===== config.mk =====
export PLATFORM = sky130hd
export DESIGN_NAME = r2r_wave_gen
export DESIGN_NICKNAME = d
export VERILOG_FILES = /design/src/rtl/r2r_wave_gen.sv
export SDC_FILE = /design/constraint.sdc
export NUM_CORES = 1
export LEC_CHECK = 0
export BUFFER_PORTS_ARGS = -buffer_cell sky130_fd_sc_hd__buf_2
export CAP_MARGIN = 5
export CORE_MARGIN = 2
export CORE_UTILIZATION = 45
export CTS_CLUSTER_DIAMETER = 150
export DETAILED_ROUTE_END_ITERATION = 12
export PLACE_DENSITY = 0.61
export SYNTH_ARGS = -nofsm -noshare
export SYNTH_HDL_FRONTEND = slang
export SYNTH_SLANG_ARGS = --single-unit

===== constraint.sdc =====
create_clock -name clk -period 5.4 [get_ports clk]
set_clock_uncertainty 0.05 [all_clocks]
set_input_delay 0.81 -clock clk [delete_from_list [all_inputs] [get_ports clk]]
set_output_delay 0.81 -clock clk [all_outputs]
set_load 0.02 [all_outputs]

===== src/rtl/r2r_wave_gen.sv =====
// r2r_wave_gen: sample source for an 8-bit R2R DAC ladder.
// A programmable divider advances an 8-bit phase. The phase is shaped into a
// sawtooth, triangle or square wave and then amplitude scaled. Mode 0 instead
// samples ext_data and holds it at the divided rate. dac_code bit 7 is the MSB.
module r2r_wave_gen #(
  parameter int                   DIV_WIDTH   = 16,
  parameter logic [DIV_WIDTH-1:0] DEFAULT_DIV = DIV_WIDTH'(99)
) (
  input  logic       clk,
  input  logic       rst,
  input  logic       ena,
  input  logic       cfg_wr,
  input  logic [1:0] cfg_addr,
  input  logic [7:0] cfg_data,
  input  logic [7:0] ext_data,
  output logic [7:0] dac_code,
  output logic       tick,
  output logic       wrap
);

  localparam logic [1:0] ADDR_MODE  = 2'd0;
  localparam logic [1:0] ADDR_DIVLO = 2'd1;
  localparam logic [1:0] ADDR_DIVHI = 2'd2;
  localparam logic [1:0] ADDR_AMP   = 2'd3;

  localparam logic [1:0] MODE_EXT = 2'd0;
  localparam logic [1:0] MODE_SAW = 2'd1;
  localparam logic [1:0] MODE_TRI = 2'd2;
  localparam logic [1:0] MODE_SQR = 2'd3;

  // configuration registers
  logic [1:0]           r_mode;
  logic [DIV_WIDTH-1:0] r_div;
  logic [7:0]           r_amp;

  // run state
  logic [DIV_WIDTH-1:0] r_cnt;
  logic [7:0]           r_phase;
  logic [7:0]           r_dac;
  logic                 r_tick;
  logic                 r_wrap;

  logic                 w_mode_wr;
  logic                 w_strobe;
  logic [7:0]           w_wave;
  logic [8:0]           w_amp_p1;
  logic [16:0]          w_prod;
  logic [7:0]           w_scaled;
  logic [7:0]           w_code;
  logic [DIV_WIDTH-1:0] w_div_next;

  assign w_mode_wr = cfg_wr && (cfg_addr == ADDR_MODE);

  // Divider compare is >= so shrinking div below the running count fires at once.
  assign w_strobe  = ena && (r_cnt >= r_div);

  // Waveform shaping from the current (pre-increment) phase
  always_comb begin
    w_wave = r_phase;
    case (r_mode)
      MODE_EXT: w_wave = ext_data;
      MODE_SAW: w_wave = r_phase;
      MODE_TRI: w_wave = r_phase[7] ? ~{r_phase[6:0], 1'b0} : {r_phase[6:0], 1'b0};
      MODE_SQR: w_wave = r_phase[7] ? 8'hFF : 8'h00;
      default:  w_wave = r_phase;
    endcase
  end

  // Amplitude scaling: (w * (amp+1)) >> 8, so amp=255 is unity and amp=0 is silence.
  assign w_amp_p1 = {1'b0, r_amp} + 9'd1;
  assign w_prod   = 17'(w_wave) * 17'(w_amp_p1);
  assign w_scaled = 8'(w_prod >> 8);

  // External samples bypass scaling entirely
  assign w_code   = (r_mode == MODE_EXT) ? ext_data : w_scaled;

  // Byte-lane update of the divider register for the two div addresses
  always_comb begin
    w_div_next = r_div;
    if (cfg_wr && cfg_addr == ADDR_DIVLO)
      w_div_next[7:0] = cfg_data;
    if (cfg_wr && cfg_addr == ADDR_DIVHI && DIV_WIDTH > 8)
      w_div_next = DIV_WIDTH'({cfg_data, r_div[7:0]});
  end

  // Configuration register writes, independent of ena
  always_ff @(posedge clk) begin
    if (rst) begin
      r_mode <= MODE_SAW;
      r_div  <= DEFAULT_DIV;
      r_amp  <= 8'hFF;
    end else if (cfg_wr) begin
      r_div <= w_div_next;
      if (cfg_addr == ADDR_MODE) r_mode <= cfg_data[1:0];
      if (cfg_addr == ADDR_AMP)  r_amp  <= cfg_data;
    end
  end

  // Divider, phase and output sample; a mode write restarts the waveform and
  // takes priority over a coincident strobe (dac_code keeps its last value).
  always_ff @(posedge clk) begin
    if (rst) begin
      r_cnt   <= '0;
      r_phase <= 8'd0;
      r_dac   <= 8'd0;
      r_tick  <= 1'b0;
      r_wrap  <= 1'b0;
    end else if (w_mode_wr) begin
      r_cnt   <= '0;
      r_phase <= 8'd0;
      r_tick  <= 1'b0;
      r_wrap  <= 1'b0;
    end else if (w_strobe) begin
      r_cnt   <= '0;
      r_phase <= r_phase + 8'd1;
      r_dac   <= w_code;
      r_tick  <= 1'b1;
      r_wrap  <= (r_phase == 8'hFF);
    end else begin
      if (ena) r_cnt <= r_cnt + DIV_WIDTH'(1);
      r_tick <= 1'b0;
      r_wrap <= 1'b0;
    end
  end

  assign dac_code = r_dac;
  assign tick     = r_tick;
  assign wrap     = r_wrap;

endmodule


After elaboration in Yosys (flattened, before gate mapping)
Index checks and enable logic that the tools add are counted.

cells by class
  multiply operators = 1
  mux-type cells = 5
  add/sub/neg operators = 3
  eq/ne operators = 7
  reductions and logical operators = 14
  bitwise operators = 4
  order comparisons = 1

operators by type and width
  operator               count
  $pmux 8 s4             1
  $mux 8                 3
  $add 16x1->16 const B  1
  $ge 16x16->1           1
  $mul 8x9->16           1
  $add 8x1->9 const B    1
  $add 8x1->8 const B    1
  $eq 2x2->1 const B     4
  $eq 8x8->1 const B     1
  $not 8->8              1
  $reduce_and 2->1       4
  $reduce_or 3->1        2
  $eq 2x1->1 const B     2
  $logic_and 1x1->1      4
  $logic_not 2->1        2
  $not 1->1              3
  $reduce_and 3->1       1
  $reduce_or 2->1        1
  $mux 1                 1

word-level totals
  logic and storage cells = 44
  bits in registers = 60
  input port bits = 22
  output and inout port bits = 10

Depth between registers and ports, before layout
  depth after elaboration = 5
  depth in mapped cells = 23

Worst setup path before layout
No wires, ideal clock.

  path kind = input to register
  start point = input ext_data[7]
  end point = register r_dac[6] (netlist: dac_code[6])
  required time = 5.259 ns
  path slack = 0.053 ns
  data arrival time = 5.206 ns
  stages on the path = 17
  cell sequence = mux2_2 > mux2i_1 > nor2_1 > fa_1 > fa_1 > fa_1 > inv_1 > fa_1 > inv_1 > ha_1 > a21oi_1 > nor2b_1 > or3_1 > a31oi_2 > o21bai_2 > xnor2_1 > a311oi_1

between the ends
  word-level cells in the longest chain between the ends = 3

RTL lines
  element               line  RTL
  from (decl)           15    input logic [7:0] ext_data,
  $pmux 8 s4            60    case (r_mode)
  $mul 8x9->16          71    assign w_prod = 17'(w_wave) * 17'(w_amp_p1);
  $mux 8                75    assign w_code = (r_mode == MODE_EXT) ? ext_data : w_scaled;
  to (signal assigned)  116   r_dac <= w_code;
  to (decl)             39    logic [7:0] r_dac;

No other way between the ends.
A chain may end at the register's enable or synchronous reset.

Worst setup path after layout
  start point = register r_phase[7]
  end point = register r_dac[7] (netlist: dac_code[7])

between the ends
  word-level cells in the longest chain between the ends = 4
  elaborated cells on any way between the ends = 5
  those cells by class = mul: 1; mux: 4

RTL lines
  element                    line    RTL
  from (decl)                38      logic [7:0] r_phase;
  from (signal assigned)     115     r_phase <= r_phase + 8'd1;
  $mux 8 (on tied branches)  64, 63
  $pmux 8 s4 (*)             60
  $mul 8x9->16 (*)           71
  $mux 8 (*)                 75

Mark *: on every way between the ends. The rest lies on a longest branch, timed or not.

==> out/summary.txt <==
Yosys top cell area share - 0.231
Required time worst endpoint - 5590 ps
I/O pin count - 32
Post-Synthesis Cells - 616
Pleak - 3.01 nW
H-tree depth - 3
Initial antenna violation count - 0
DR vias/cell - 5.27
Fin Hold WS - 412 ps
Area grow syn2layout - 18.6%
Synth cell count leaders - nor2_1 (104), inv_1 (73), dfxtp_1 (60)
Mapped Nets - 730
Core footprint - 11400 um2
Max Slew Vio Count - 0
Final WS setup - 161 ps
Most frequent cell after synthesis - nor2_1
Sequential Power Share - 0.342
Clock root buffer - clkbuf_16
Setup_tns - 0 ps
Area contributors post-synth - dfxtp_1 (23%), fa_1 (15%), ha_1 (13%), nor2_1 (7.5%), inv_1 (5.3%)
Die Area - 12400 um2
DR vias - 4383
Post-Syn Area - 5200 um2
Relative slew margins - 0.238
F_max - 191 MHz
Outcome - completed
Routability Congestion - 0.840
Vias in the first global route - 4491
Critical path data arrival time - 5430 ps
Design Area, Final - 6170 um2
Final design utilization - 0.543
Clk sinks - 60
PD cells - 218 nW/um2
CTS tree - done
Clock Latency Late Sink - 330 ps
Num CTS Buffers - 9
Drt wl/cell - 14.7 um
Clock power share - 0.419
# diodes - 0
Combinational power share - 0.239
Final min period - 5240 ps
Setup Slack @ Placement - -261 ps
Hold Fails Final Rpt - 0
Gr ovfl total - 0
Crit. End Element - register
Clock transition at path regs - 50 ps
Worst min path class - reg2reg
FFs w/ async S/R, synth - 0
Layout Nets - 799
Overall Global Routing Usage - 0.209
Initial DRC Count - 221
Final period util - 0.970
Total wire length - 12200 um
First-pass GRT wire length - 21200 um
Post-synthesis sequential area ratio - 0.231
Startpoint type of the worst setup path - register
Sw Share - 0.293
# rows - 39
Starting density of the core - 0.458
Port-buffer cells - 31
Mean area per synthesized cell - 8.45 um2
Hold-fix buffers, CTS - 0
Worst VDD drop - 0.148 mV
Dpl hpwl - 9720 um
Max-cap violations - 0
Die Ht - 112 um
Placed cells - 816
Largest net degree at the start of global routing - 24
#FFs+latches synth - 60
# DRC - 0
Fin cells - 832
Placed cell area - 5790 um2
Worst-Margin Slew - 1140 ps
Synthesis Warnings - 0
Yosys cell types - 53
Share of cells above drive strength 1 - 0.212
Yosys top cell by area - dfxtp_1
Worst Path Max Fanout - 13
Total power - 1.35 mW
Chip width - 112 um
RSZ-0062 raised after global routing - true
Setup Crit Path Kind - reg2reg
Antenna Nets Post-Route - 0
Pint - 0.954 mW
Clk buf depth - 2
Drt pass-1 iters - 4
Primary FF master, synth - dfxtp_1
Setup violators final - 0
Post-synth EDFFs - 0
Psw - 0.395 mW
## cells by family (layout without fill, tap and decap cells)
logic type	after synthesis	in the layout	share of synthesized area
buffers and inverters	91	164	0.0673
multiplexers	21	21	0.0423
flip-flops	60	60	0.231
AND/OR/NAND/NOR	244	244	0.216
AO/OA/AOI/OAI	71	71	0.103
XOR/XNOR	37	37	0.0623
adder cells (fa/ha/maj)	92	92	0.279
## flip-flops by register name, summed over array words and instances (netlist names)
register / count
tick: 1
r_div: 16
r_cnt: 16
dac_code: 8
r_phase: 8
wrap: 1
r_amp: 8
r_mode: 2
## layout make-up
class,count,area [um2]
inverters,74,278
well taps,143,179
multi-input cells,465,3720
fillers,1104,5200
clock inverters,5,52.6
clock buffers,10,239
repair buffers,75,489
flip-flops and latches,60,1210
## power by group through the flow
stage               Combinational (mW)  Sequential [mW]  Clock (mW)
global route                     0.367            0.462       0.593
CTS                              0.315            0.461       0.577
global placement                 0.308            0.470           0
floorplan                        0.196            0.468           0
finish                           0.322            0.461       0.565
detailed placement               0.312            0.470           0
## worst paths after layout
path | slack, ps | to | cells past startpoint | startpoint
hold / removal | 410 | r_div[3]$_SDFFE_PP0P_ | 2 | r_div[3]$_SDFFE_PP0P_
hold reg to reg | 410 | r_div[3]$_SDFFE_PP0P_ | 2 | r_div[3]$_SDFFE_PP0P_
setup reg to reg | 160 | dac_code[7]$_SDFFE_PP0P_ | 19 | r_phase[7]$_SDFFE_PP0P_
setup / recovery | 160 | dac_code[7]$_SDFFE_PP0P_ | 19 | r_phase[7]$_SDFFE_PP0P_
## cell usage in the layout, fill, tap and decap left out, drive strengths merged, types with 4 or more instances in the layout
cell,n
clkbuf,10
nor4,4
fa,40
inv,73
o211ai,5
or2,18
nand2b,4
a21o,7
nor2,104
a31oi,6
ha,52
buf,75
a311oi,7
xnor2,22
dfxtp,60
nand4,6
a21oi,13
clkinv,4
and3,14
nor3,4
xor2,15
mux2i,13
nand3,24
mux2,8
nand2,53
o21ai,19
## repair_timing
item                       4_1_cts  5_1_grt
cloned                           0        0
pin swaps                        0        5
resized for setup                2       23
setup endpoints to repair        4        7
hold endpoints to repair         0        0
setup buffers                    0        1
## metal layers
layer | up-vias | track usage | part of all wire
met5 | - | 0 | 0
met4 | 0 | 0.0551 | 0.015
met3 | 14 | 0.0359 | 0.028
met2 | 81 | 0.361 | 0.49
met1 | 2113 | 0.273 | 0.47
li1 | 2175 | - | -
## critical path, stage by stage (launching register included)
cell and delay (ps):
dfxtp_4 380, ha_1 310, mux2_2 150, mux2i_1 60, buf_4 160, buf_4 140
or2_2 300, fa_1 530, fa_1 560, inv_1 60, fa_1 490, ha_1 350
ha_4 260, a21o_1 170, a21o_1 170, a221o_1 300, a31oi_2 190, xor2_1 190
nand2_1 100, a311oi_2 240
Note: power is estimated with default switching activity, not from simulation.
